[config.mk]
export PLATFORM = sky130hd
export DESIGN_NAME = matmul_seq_ctrl
export DESIGN_NICKNAME = d
export VERILOG_FILES = /design/src/rtl/matmul_seq_ctrl.sv
export SDC_FILE = /design/constraint.sdc
export NUM_CORES = 1
export LEC_CHECK = 0
export BUFFER_PORTS_ARGS = -buffer_cell sky130_fd_sc_hd__buf_2
export CORE_UTILIZATION = 39
export DETAILED_ROUTE_END_ITERATION = 10
export PLACE_DENSITY = 0.84
export SLEW_MARGIN = 20
export SYNTH_ARGS = -nofsm -noshare
export SYNTH_HDL_FRONTEND = slang
export SYNTH_SLANG_ARGS = --single-unit
[constraint.sdc]
create_clock -name clk_i -period 2.1 [get_ports clk_i]
set_input_delay 0.21 -clock clk_i [delete_from_list [all_inputs] [get_ports clk_i]]
set_output_delay 0.21 -clock clk_i [all_outputs]
set_load 0.01 [all_outputs]
[src/rtl/matmul_seq_ctrl.sv]
// -----------------------------------------------------------------------------
// matmul_seq_ctrl
// Sequencer for the matmul accelerator datapath. One start command runs
// CLEAR -> [BIAS] -> FEED -> WB -> DONE. Each state drives the PE array
// strobes and the scratchpad (SP) read/write ports for its phase.
//
// Optional feature (compile-time macro MATMUL_SEQ_CTRL_OVF_EN):
//   defined     : flags_o collects per-PE overflow seen during FEED or during
//                 a bias_ld_o cycle. The flags stay set until the next CLEAR
//                 or until reset.
//   not defined : flags_o is tied to 0 and pe_ovf_i is ignored.
//
// Ports:
//   clk_i, rst_i            clock (rising edge), synchronous active-high reset
//   start_i                 start request, sampled only in IDLE
//   n/k/m_dim_i             matrix dimensions minus 1 (latched at start)
//   mode_bias_i             1 = preload PE accumulators with the bias rows
//   read/write_target_i     SP slot holding the bias / receiving C
//   pe_ovf_i                per-PE overflow indication
//   busy_o                  high whenever the sequencer is not in IDLE
//   pe_clear_o, bias_ld_o   PE accumulator clear / bias row preload strobes
//   feed_valid_o/feed_idx_o operand feed step and its index
//   sp_rd_*/sp_wr_*         SP read (bias) and write (C row) ports
//   wb_row_o                PE row currently placed on the SP write bus
//   done_o                  one-cycle completion pulse
//   flags_o                 sticky per-PE overflow flags
// -----------------------------------------------------------------------------
module matmul_seq_ctrl #(
    parameter int MAX_DIM     = 4,
    parameter int SP_NTARGETS = 4,
    parameter int DW          = $clog2(MAX_DIM),
    parameter int SPAW        = $clog2(SP_NTARGETS*MAX_DIM)
) (
    input  logic                             clk_i,
    input  logic                             rst_i,
    input  logic                             start_i,
    input  logic [DW-1:0]                    n_dim_i,
    input  logic [DW-1:0]                    k_dim_i,
    input  logic [DW-1:0]                    m_dim_i,
    input  logic                             mode_bias_i,
    input  logic [$clog2(SP_NTARGETS)-1:0]   read_target_i,
    input  logic [$clog2(SP_NTARGETS)-1:0]   write_target_i,
    input  logic [MAX_DIM*MAX_DIM-1:0]       pe_ovf_i,
    output logic                             busy_o,
    output logic                             pe_clear_o,
    output logic                             bias_ld_o,
    output logic                             feed_valid_o,
    output logic [$clog2(3*MAX_DIM)-1:0]     feed_idx_o,
    output logic                             sp_rd_en_o,
    output logic [SPAW-1:0]                  sp_rd_addr_o,
    output logic                             sp_wr_en_o,
    output logic [SPAW-1:0]                  sp_wr_addr_o,
    output logic [DW-1:0]                    wb_row_o,
    output logic                             done_o,
    output logic [MAX_DIM*MAX_DIM-1:0]       flags_o
);

    localparam int TW  = $clog2(SP_NTARGETS);
    localparam int CW  = $clog2(3*MAX_DIM);
    localparam int NPE = MAX_DIM*MAX_DIM;

    typedef enum logic [2:0] {
        S_IDLE, S_CLEAR, S_BIAS, S_FEED, S_WB, S_DONE
    } state_t;

    state_t          r_state;
    state_t          w_state_next;
    logic [CW-1:0]   r_cnt;
    logic [CW-1:0]   w_cnt_next;

    // Configuration captured when a start is accepted.
    logic [DW-1:0]   r_n;
    logic [DW-1:0]   r_k;
    logic [DW-1:0]   r_m;
    logic            r_bias;
    logic [TW-1:0]   r_rd_tgt;
    logic [TW-1:0]   r_wr_tgt;

    // The SP read has one cycle of latency. The preload strobe therefore
    // trails the read strobe by one cycle. Because of this, the strobe for the
    // last bias row lands in the first FEED cycle.
    logic            r_bias_ld;

    logic [DW-1:0]   w_row;
    logic            w_row_last;
    logic [CW-1:0]   w_feed_last;

    // Rows never exceed MAX_DIM-1, so the low bits of the counter are the row.
    assign w_row       = r_cnt[DW-1:0];
    assign w_row_last  = (w_row == r_n);
    // F-1 = (K+N+M-2)-1 = k_field + n_field + m_field
    assign w_feed_last = CW'(r_n) + CW'(r_k) + CW'(r_m);

    // State register and step counter.
    always_ff @(posedge clk_i) begin
        if (rst_i) begin
            r_state <= S_IDLE;
            r_cnt   <= '0;
        end else begin
            r_state <= w_state_next;
            r_cnt   <= w_cnt_next;
        end
    end

    always_ff @(posedge clk_i) begin
        if (rst_i) begin
            r_n       <= '0;
            r_k       <= '0;
            r_m       <= '0;
            r_bias    <= 1'b0;
            r_rd_tgt  <= '0;
            r_wr_tgt  <= '0;
            r_bias_ld <= 1'b0;
        end else begin
            if (r_state == S_IDLE && start_i) begin
                r_n      <= n_dim_i;
                r_k      <= k_dim_i;
                r_m      <= m_dim_i;
                r_bias   <= mode_bias_i;
                r_rd_tgt <= read_target_i;
                r_wr_tgt <= write_target_i;
            end
            r_bias_ld <= (r_state == S_BIAS);
        end
    end

    // Next-state logic. The counter restarts from 0 at every state change.
    always_comb begin
        w_state_next = r_state;
        w_cnt_next   = '0;
        case (r_state)
            S_IDLE:  if (start_i) w_state_next = S_CLEAR;
            S_CLEAR: w_state_next = r_bias ? S_BIAS : S_FEED;
            S_BIAS: begin
                if (w_row_last) w_state_next = S_FEED;
                else            w_cnt_next   = r_cnt + 1'b1;
            end
            S_FEED: begin
                if (r_cnt == w_feed_last) w_state_next = S_WB;
                else                      w_cnt_next   = r_cnt + 1'b1;
            end
            S_WB: begin
                if (w_row_last) w_state_next = S_DONE;
                else            w_cnt_next   = r_cnt + 1'b1;
            end
            S_DONE:  w_state_next = S_IDLE;
            default: w_state_next = S_IDLE;
        endcase
    end

    // Output logic: Moore outputs decoded from the state and the counter.
    always_comb begin
        busy_o       = (r_state != S_IDLE);
        pe_clear_o   = 1'b0;
        bias_ld_o    = r_bias_ld;
        feed_valid_o = 1'b0;
        feed_idx_o   = '0;
        sp_rd_en_o   = 1'b0;
        sp_rd_addr_o = '0;
        sp_wr_en_o   = 1'b0;
        sp_wr_addr_o = '0;
        wb_row_o     = '0;
        done_o       = 1'b0;
        case (r_state)
            S_CLEAR: pe_clear_o = 1'b1;
            S_BIAS: begin
                sp_rd_en_o   = 1'b1;
                sp_rd_addr_o = (SPAW'(r_rd_tgt) << DW) + SPAW'(w_row);
            end
            S_FEED: begin
                feed_valid_o = 1'b1;
                feed_idx_o   = r_cnt;
            end
            S_WB: begin
                sp_wr_en_o   = 1'b1;
                sp_wr_addr_o = (SPAW'(r_wr_tgt) << DW) + SPAW'(w_row);
                wb_row_o     = w_row;
            end
            S_DONE:  done_o = 1'b1;
            default: ;
        endcase
    end

`ifdef MATMUL_SEQ_CTRL_OVF_EN
    // Overflow is meaningful only while operands or bias enter the array.
    logic w_ovf_window;
    assign w_ovf_window = (r_state == S_FEED) || r_bias_ld;

    genvar gi;
    generate
        for (gi = 0; gi < NPE; gi++) begin : g_flag
            logic r_flag;
            always_ff @(posedge clk_i) begin
                if (rst_i || r_state == S_CLEAR)
                    r_flag <= 1'b0;
                else if (w_ovf_window && pe_ovf_i[gi])
                    r_flag <= 1'b1;
            end
            assign flags_o[gi] = r_flag;
        end
    endgenerate
`else
    logic w_unused_ovf;
    assign w_unused_ovf = ^pe_ovf_i;
    assign flags_o      = {NPE{1'b0}};
`endif

endmodule

==> results of run 1 <==
==> cell families (layout without fill, tap and decap cells) <==
group	after synthesis	after routing	synth area share, %
AOI/OAI and AO/OA	17	17	9.11
xor gates and xnor gates	9	9	7.57
adders and majority gates	5	5	6.81
buffers and inverters	28	43	16.2
DFF	19	19	33.4
other	1	16	0.329
and+or+nand+nor	56	56	26.6
==> registers in the layout, summed over array words and instances, names as in the netlist <==
signal,flops
r_cnt,4
r_state,3
r_k,2
r_m,2
r_n,2
r_rd_tgt,2
r_wr_tgt,2
bias_ld_o,1
r_bias,1
==> what timing repair did <==
action / 4_1_cts / 5_1_grt
hold buffers: 0 / 0
endpoints found under the setup margin: 6 / 6
pin swaps: 6 / 6
gates resized for setup: 5 / 3
==> area by class of cell <==
class                           count  area [µm²]
Fill cell                         292        1450
Multi-Input combinational cell    103         663
Sequential cell                    19         384
Timing Repair Buffer               36         185
Tap cell                           31        38.8
Clock buffer                        3        22.5
Inverter                            3        11.3
Clock inverter                      1        7.51
==> critical path, stage by stage, from the launching register on <==
cell     delay [ns]
dfxtp_2        0.35
fa_1           0.54
ha_2           0.19
ha_4           0.20
xnor2_2        0.13
nand4_2        0.16
or3_1          0.35
a21oi_1        0.12
==> layout by cell type, fill, tap and decap left out, drive strengths merged <==
cell type	n
clkinvlp	1
nor3	5
inv	3
or3	1
nand4	1
buf	36
a211oi	2
nor2	4
nor3b	2
and2b	2
a2111oi	1
nand2	25
nand3	1
nor4	1
ha	3
nor2b	1
and3	4
conb	16
xnor2	8
clkbuf	3
dfxtp	19
and3b	1
a21oi	14
xor2	1
and2	8
fa	2
==> synthesized netlist by cell type (2+ instances only) <==
library cell	instances	share of area (%)
nand2_1	25	8.2
ha_1	3	3.3
and2_2	4	2.6
buf_4	19	13
nor3_1	4	1.8
and2b_1	2	1.3
clkbuf_1	3	0.99
xnor2_1	7	5.4
nor2_1	3	0.99
dfxtp_1	19	33
and3_1	3	1.6
inv_1	2	0.66
and2_1	4	2.2
fa_1	2	3.5
a21oi_1	13	5.7
==> worst paths after layout <==
kind              slack, ns         from  cells past startpoint          end
setup / recovery      -0.02       r_n[1]                      7   r_state[2]
setup reg to reg      -0.02       r_n[1]                      7   r_state[2]
hold reg to reg        0.46  r_rd_tgt[0]                      2  r_rd_tgt[0]
hold / removal         0.11   k_dim_i[1]                      3       r_k[1]
==> power groups by stage <==
stage          logic (mW)  clock network (mW)  registers, mW
2_1_floorplan       0.255                   0          0.429
3_3_place_gp        0.277                   0          0.447
3_5_place_dp        0.285                   0          0.449
4_1_cts             0.294               0.202          0.441
5_1_grt             0.337               0.218          0.449
6_report            0.302               0.193          0.442
==> per-layer routing <==
| layer | track usage, % | vias up | part of all wire [%] |
|---|---|---|---|
| met3 | 4.65 | 3 | 6.6 |
| met1 | 18.8 | 416 | 45 |
| met4 | 4.18 | 0 | 0.65 |
| met2 | 23.6 | 38 | 48 |
| li1 | - | 466 | - |
| met5 | 0 | - | 0 |
==> per-stage QoR <==
| stage | setup WS [ns] | instances | instance area, µm² |
|---|---|---|---|
| global placement | -0.0536 | 192 | 1250 |
| CTS | -0.0855 | 196 | 1300 |
| finish | -0.0213 | 196 | 1310 |
| detailed placement | -0.128 | 192 | 1250 |
| global route | -0.0851 | 196 | 1310 |
| floorplan | 0.00592 | 150 | 1200 |
==> reports/metrics.yaml, run 1 <==
status:
  status: "complete, but fails checks"
  violations: "negative setup slack"
pwr:
  p_int_mw: 0.596
  power_frac_seq_pct: 47.1
  power_frac_clock_pct: 20.6
  p_switching_mw: 0.341
  switching_share_pct: 36.4
  p_comb_share_pct: 32.3
  power.density_nw_per_um2: 714
  p_leak_nw: 0.623
  peakVddDrop_v: 0.000511
  power_mw: 0.937
die:
  die_y_um: 56.1
  fp.coreArea_um2: 2760
  dieArea_um2: 3140
  die_w_um: 56.1
  core.rowCount: 19
  io_pins: 67
  start_util_pct: 41.3
sta:
  timing.final.ws_setup_ns: -0.0213
  drv_slew: 0
  grt_setup_unrepaired: "yes"
  period_share_pct: 101
  clock_skew_ns: 0.0130
  setup_viol: 1
  finalSetupTns_ns: -0.0213
  whs_ns: 0.114
  fin_crit_ns: 2.12
  hold_viol: 0
  max_freq_ghz: 0.471
cts:
  htreeDepth: 1
  cts_tree: "done"
  cts_sinks: 19
  insertion_delay_ns: 0.31
  numCtsBuffers: 3
  postCtsSetupBuffers: 0
  path_clk_slew_ns: 0.12
  cts_root_buf: "clkbuf_4"
  clockBufferDepth: 2
global_routing:
  grtUsageTotal_pct: 14.7
  grt_pass1_vias: 775
  antenna_found_initial: 0
  grt_pass1_wl_mm: 3.62
  grt_max_degree: 20
  gr-total-overflow: 0
finish:
  finish.utilization_pct: 47.6
  antenna_cells: 0
  syn_to_final_growth_pct: 15.1
  nets: 201
  drive_gt1_share_pct: 37.0
synthesis:
  synth_edf_count: 0
  synth.cell_area_um2: 1140
  synth-async-reset-ratio_pct: 0
  synth.distinct_cells: 37
  synth_cells: 135
  syn_avg_cell_area_um2: 8.44
  synth_seq_cells: 19
  ys_seq_area_share_pct: 33.4
  synthFlopType: "dfxtp_1"
  ys_warn_count: 0
worst_setup_path:
  crit_type: "flop to flop"
  startpoint_type: "flop"
  arrival_ns: 2.36
  end_kind: "flop"
  path_max_fanout: 4
  cp.required_ns: 2.34
min_path:
  hold_path.class: "primary input to flop"
placement:
  port_buffers: 34
  hpwl_mm: 1.62
  place.gp.congestion: 0.727
route:
  dr.first_iter.drc_count: 17
  drcViolationCount: 0
  routed_via_density: 4.71
  wire_per_inst_um: 11.0
  vias: 923
  dr.pass1.iters: 2
  antenna_left: 0
  wirelength_mm: 2.16
run:
  max_cap_violations: 0
(Power assumes the default switching activity.)
==> inputs of run 2 (changes only) <==
clock period = 1.95 ns   (was 2.1 ns; I/O delays follow)
==> run 2 against run 1 <==
Compared with the run above:
- the flow still finishes with violations (negative setup slack)
- utilization grew 1.2 points
- sequential share of layout area shrank 0.73 points
- via count fell by 0.33%
- clock power increased by 4%
- design area increased by 2.6%
- worst setup slack got worse by 0.12 ns
- combinational power is 29% higher
- maximum frequency rose by 1.2%
- first-iteration DRC count decreased by 35%
- sequential power up 7.0%
- largest cell class unchanged
==> reports/metrics.yaml, run 2 (synthesized netlist as in run 1, its figures left out) <==
worst_setup_path:
  crit_type: "flop to flop"
  end_kind: "flop"
  path_max_fanout: 4
  reg2reg_depth: 8
  r2r_slack_ns: -0.15
  timing.rr.end: "r_cnt[0]"
  slowest_delay_ns: 0.49
  slowest_stage: "fa_1"
  path_cells: "fa_1 -> ha_2 -> ha_4 -> xnor2_2 -> nand4_2 -> buf_4 -> a21oi_4 -> nor3_1"
  worstReg2RegStart: "r_n[1]"
  startpoint_type: "flop"
  arrival_ns: 2.27
  cp.required_ns: 2.12
global_routing:
  grt_pass1_wl_mm: 3.48
  grt_max_degree: 20
  grt_pass1_vias: 807
  gr-total-overflow: 0
  grtUsageTotal_pct: 13.9
  antenna_found_initial: 0
finish:
  final_common_cell: "buf_2"
  final_cell_area_um2: 1350
  regMostFlops: "r_cnt"
  drive_gt1_share_pct: 38.5
  mostFrequentLayoutCells: "buf_2 (34), nand2_1 (25), conb_1 (16), dfxtp_1 (16), a21oi_1 (13)"
  nFillCells: 273
  largest_reg_flops: 4
  syn_to_final_growth_pct: 18.1
  fin_cells: 200
  register_area_um2: 384
  reg_top3: "r_cnt: 4 flops, r_state: 3 flops"
  nets: 205
  antenna_cells: 0
  multi_input_area_um2: 671
sta:
  drv_slew: 0
  timing.final.ws_setup_ns: -0.145
  grt_setup_unrepaired: "yes"
  setup_viol: 7
  fin_crit_ns: 2.10
  period_share_pct: 107
  hold_viol: 0
  whs_ns: 0.114
  clock_skew_ns: 0.0118
  max_freq_ghz: 0.477
route:
  wire_per_inst_um: 10.8
  drcViolationCount: 0
  dr.pass1.iters: 4
  routed_via_density: 4.60
  antenna_left: 0
  vias: 920
  dr.first_iter.drc_count: 11
  wirelength_mm: 2.15
placement:
  hpwl_mm: 1.58
  port_buffers: 34
  place.gp.congestion: 0.768
  dpl.cell_count: 193
  placed_area_um2: 1280
status:
  violations: "negative setup slack"
  status: "complete, but fails checks"
die:
  die_w_um: 56.1
  io_pins: 67
  core.rowCount: 19
  start_util_pct: 41.3
  die_y_um: 56.1
  fp.coreArea_um2: 2760
  dieArea_um2: 3140
cts:
  htreeDepth: 1
  path_clk_slew_ns: 0.11
  clockBufferDepth: 2
  cts_sinks: 19
  insertion_delay_ns: 0.30
  cts_root_buf: "clkbuf_4"
  numCtsBuffers: 3
  cts_tree: "done"
min_path:
  hold_path.class: "primary input to flop"
  hold_start: "m_dim_i[1]"
  hold_end: "r_m[1]"
  min_path_cells: 3
pwr:
  power.density_nw_per_um2: 788
  p_leak_nw: 0.644
  peakVddDrop_v: 0.000439
run:
  max_cap_violations: 0
## run 2: changes by cell type in the layout (fill, tap and decap cells not counted), sizes merged
cell	change
buf	+4
clkbuf	+1
clkinvlp	-1
## run 2: critical path: cells and delay by family, from the launching register on
family | cells | cell delay, ns
AND/OR/NAND/NOR | 2 | 0.20
adder cells (fa/ha/maj) | 3 | 0.97
AO/OA/AOI/OAI | 1 | 0.16
XOR/XNOR | 1 | 0.10
buffers and inverters | 1 | 0.17
flip-flops | 1 | 0.35
## run 2: layer usage
metal  up-vias  share of wire, %  track usage [%]
met1       405                46             18.7
met3         3               5.4             3.02
li1        475                 -                -
met5         -                 0                0
met2        37                47             22.8
met4         0               1.1             3.14
## run 2: layout make-up
| cell class | instances | share of cell area (%) |
|---|---|---|
| Tap cell | 31 | 2.88 |
| Multi-Input combinational cell | 103 | 49.8 |
| Sequential cell | 19 | 28.5 |
| Clock buffer | 4 | 1.95 |
| Inverter | 3 | 0.836 |
| Timing Repair Buffer | 40 | 16.0 |
## run 2: repair_timing
item,4_1_cts,5_1_grt
buffers inserted,3,0
cloned,0,0
gates resized for setup,3,3
endpoints found under the setup margin,6,14
pin swaps,7,0
hold buffers,0,0
## run 2: worst max path at each step
stage | end | cells after the start | startpoint
5_1_grt | r_cnt[2] | 8 | r_n[1]
4_1_cts | r_cnt[2] | 8 | r_n[1]
2_1_floorplan | r_state[2] | 7 | r_m[1]
3_5_place_dp | r_state[2] | 7 | r_m[1]
6_report | r_cnt[0] | 8 | r_n[1]
3_3_place_gp | r_state[2] | 7 | r_m[1]
## run 2: power by group
group | internal [mW] | total, mW | switching [mW]
sequential | 0.428 | 0.473 | 0.0441
combinational | 0.182 | 0.389 | 0.207
clock | 0.0797 | 0.200 | 0.120
## run 2: per-stage QoR
stage	setup slack [ns]	TNS (ns)	power (mW)	utilization, %
floorplan	-0.0603	-0.0603	0.745	-
global placement	-0.138	-0.390	0.791	46.3
detailed placement	-0.203	-0.751	0.799	46.3
CTS	-0.141	-0.813	1.06	48.6
global route	-0.225	-1.38	1.13	48.8
finish	-0.145	-0.803	1.06	48.8
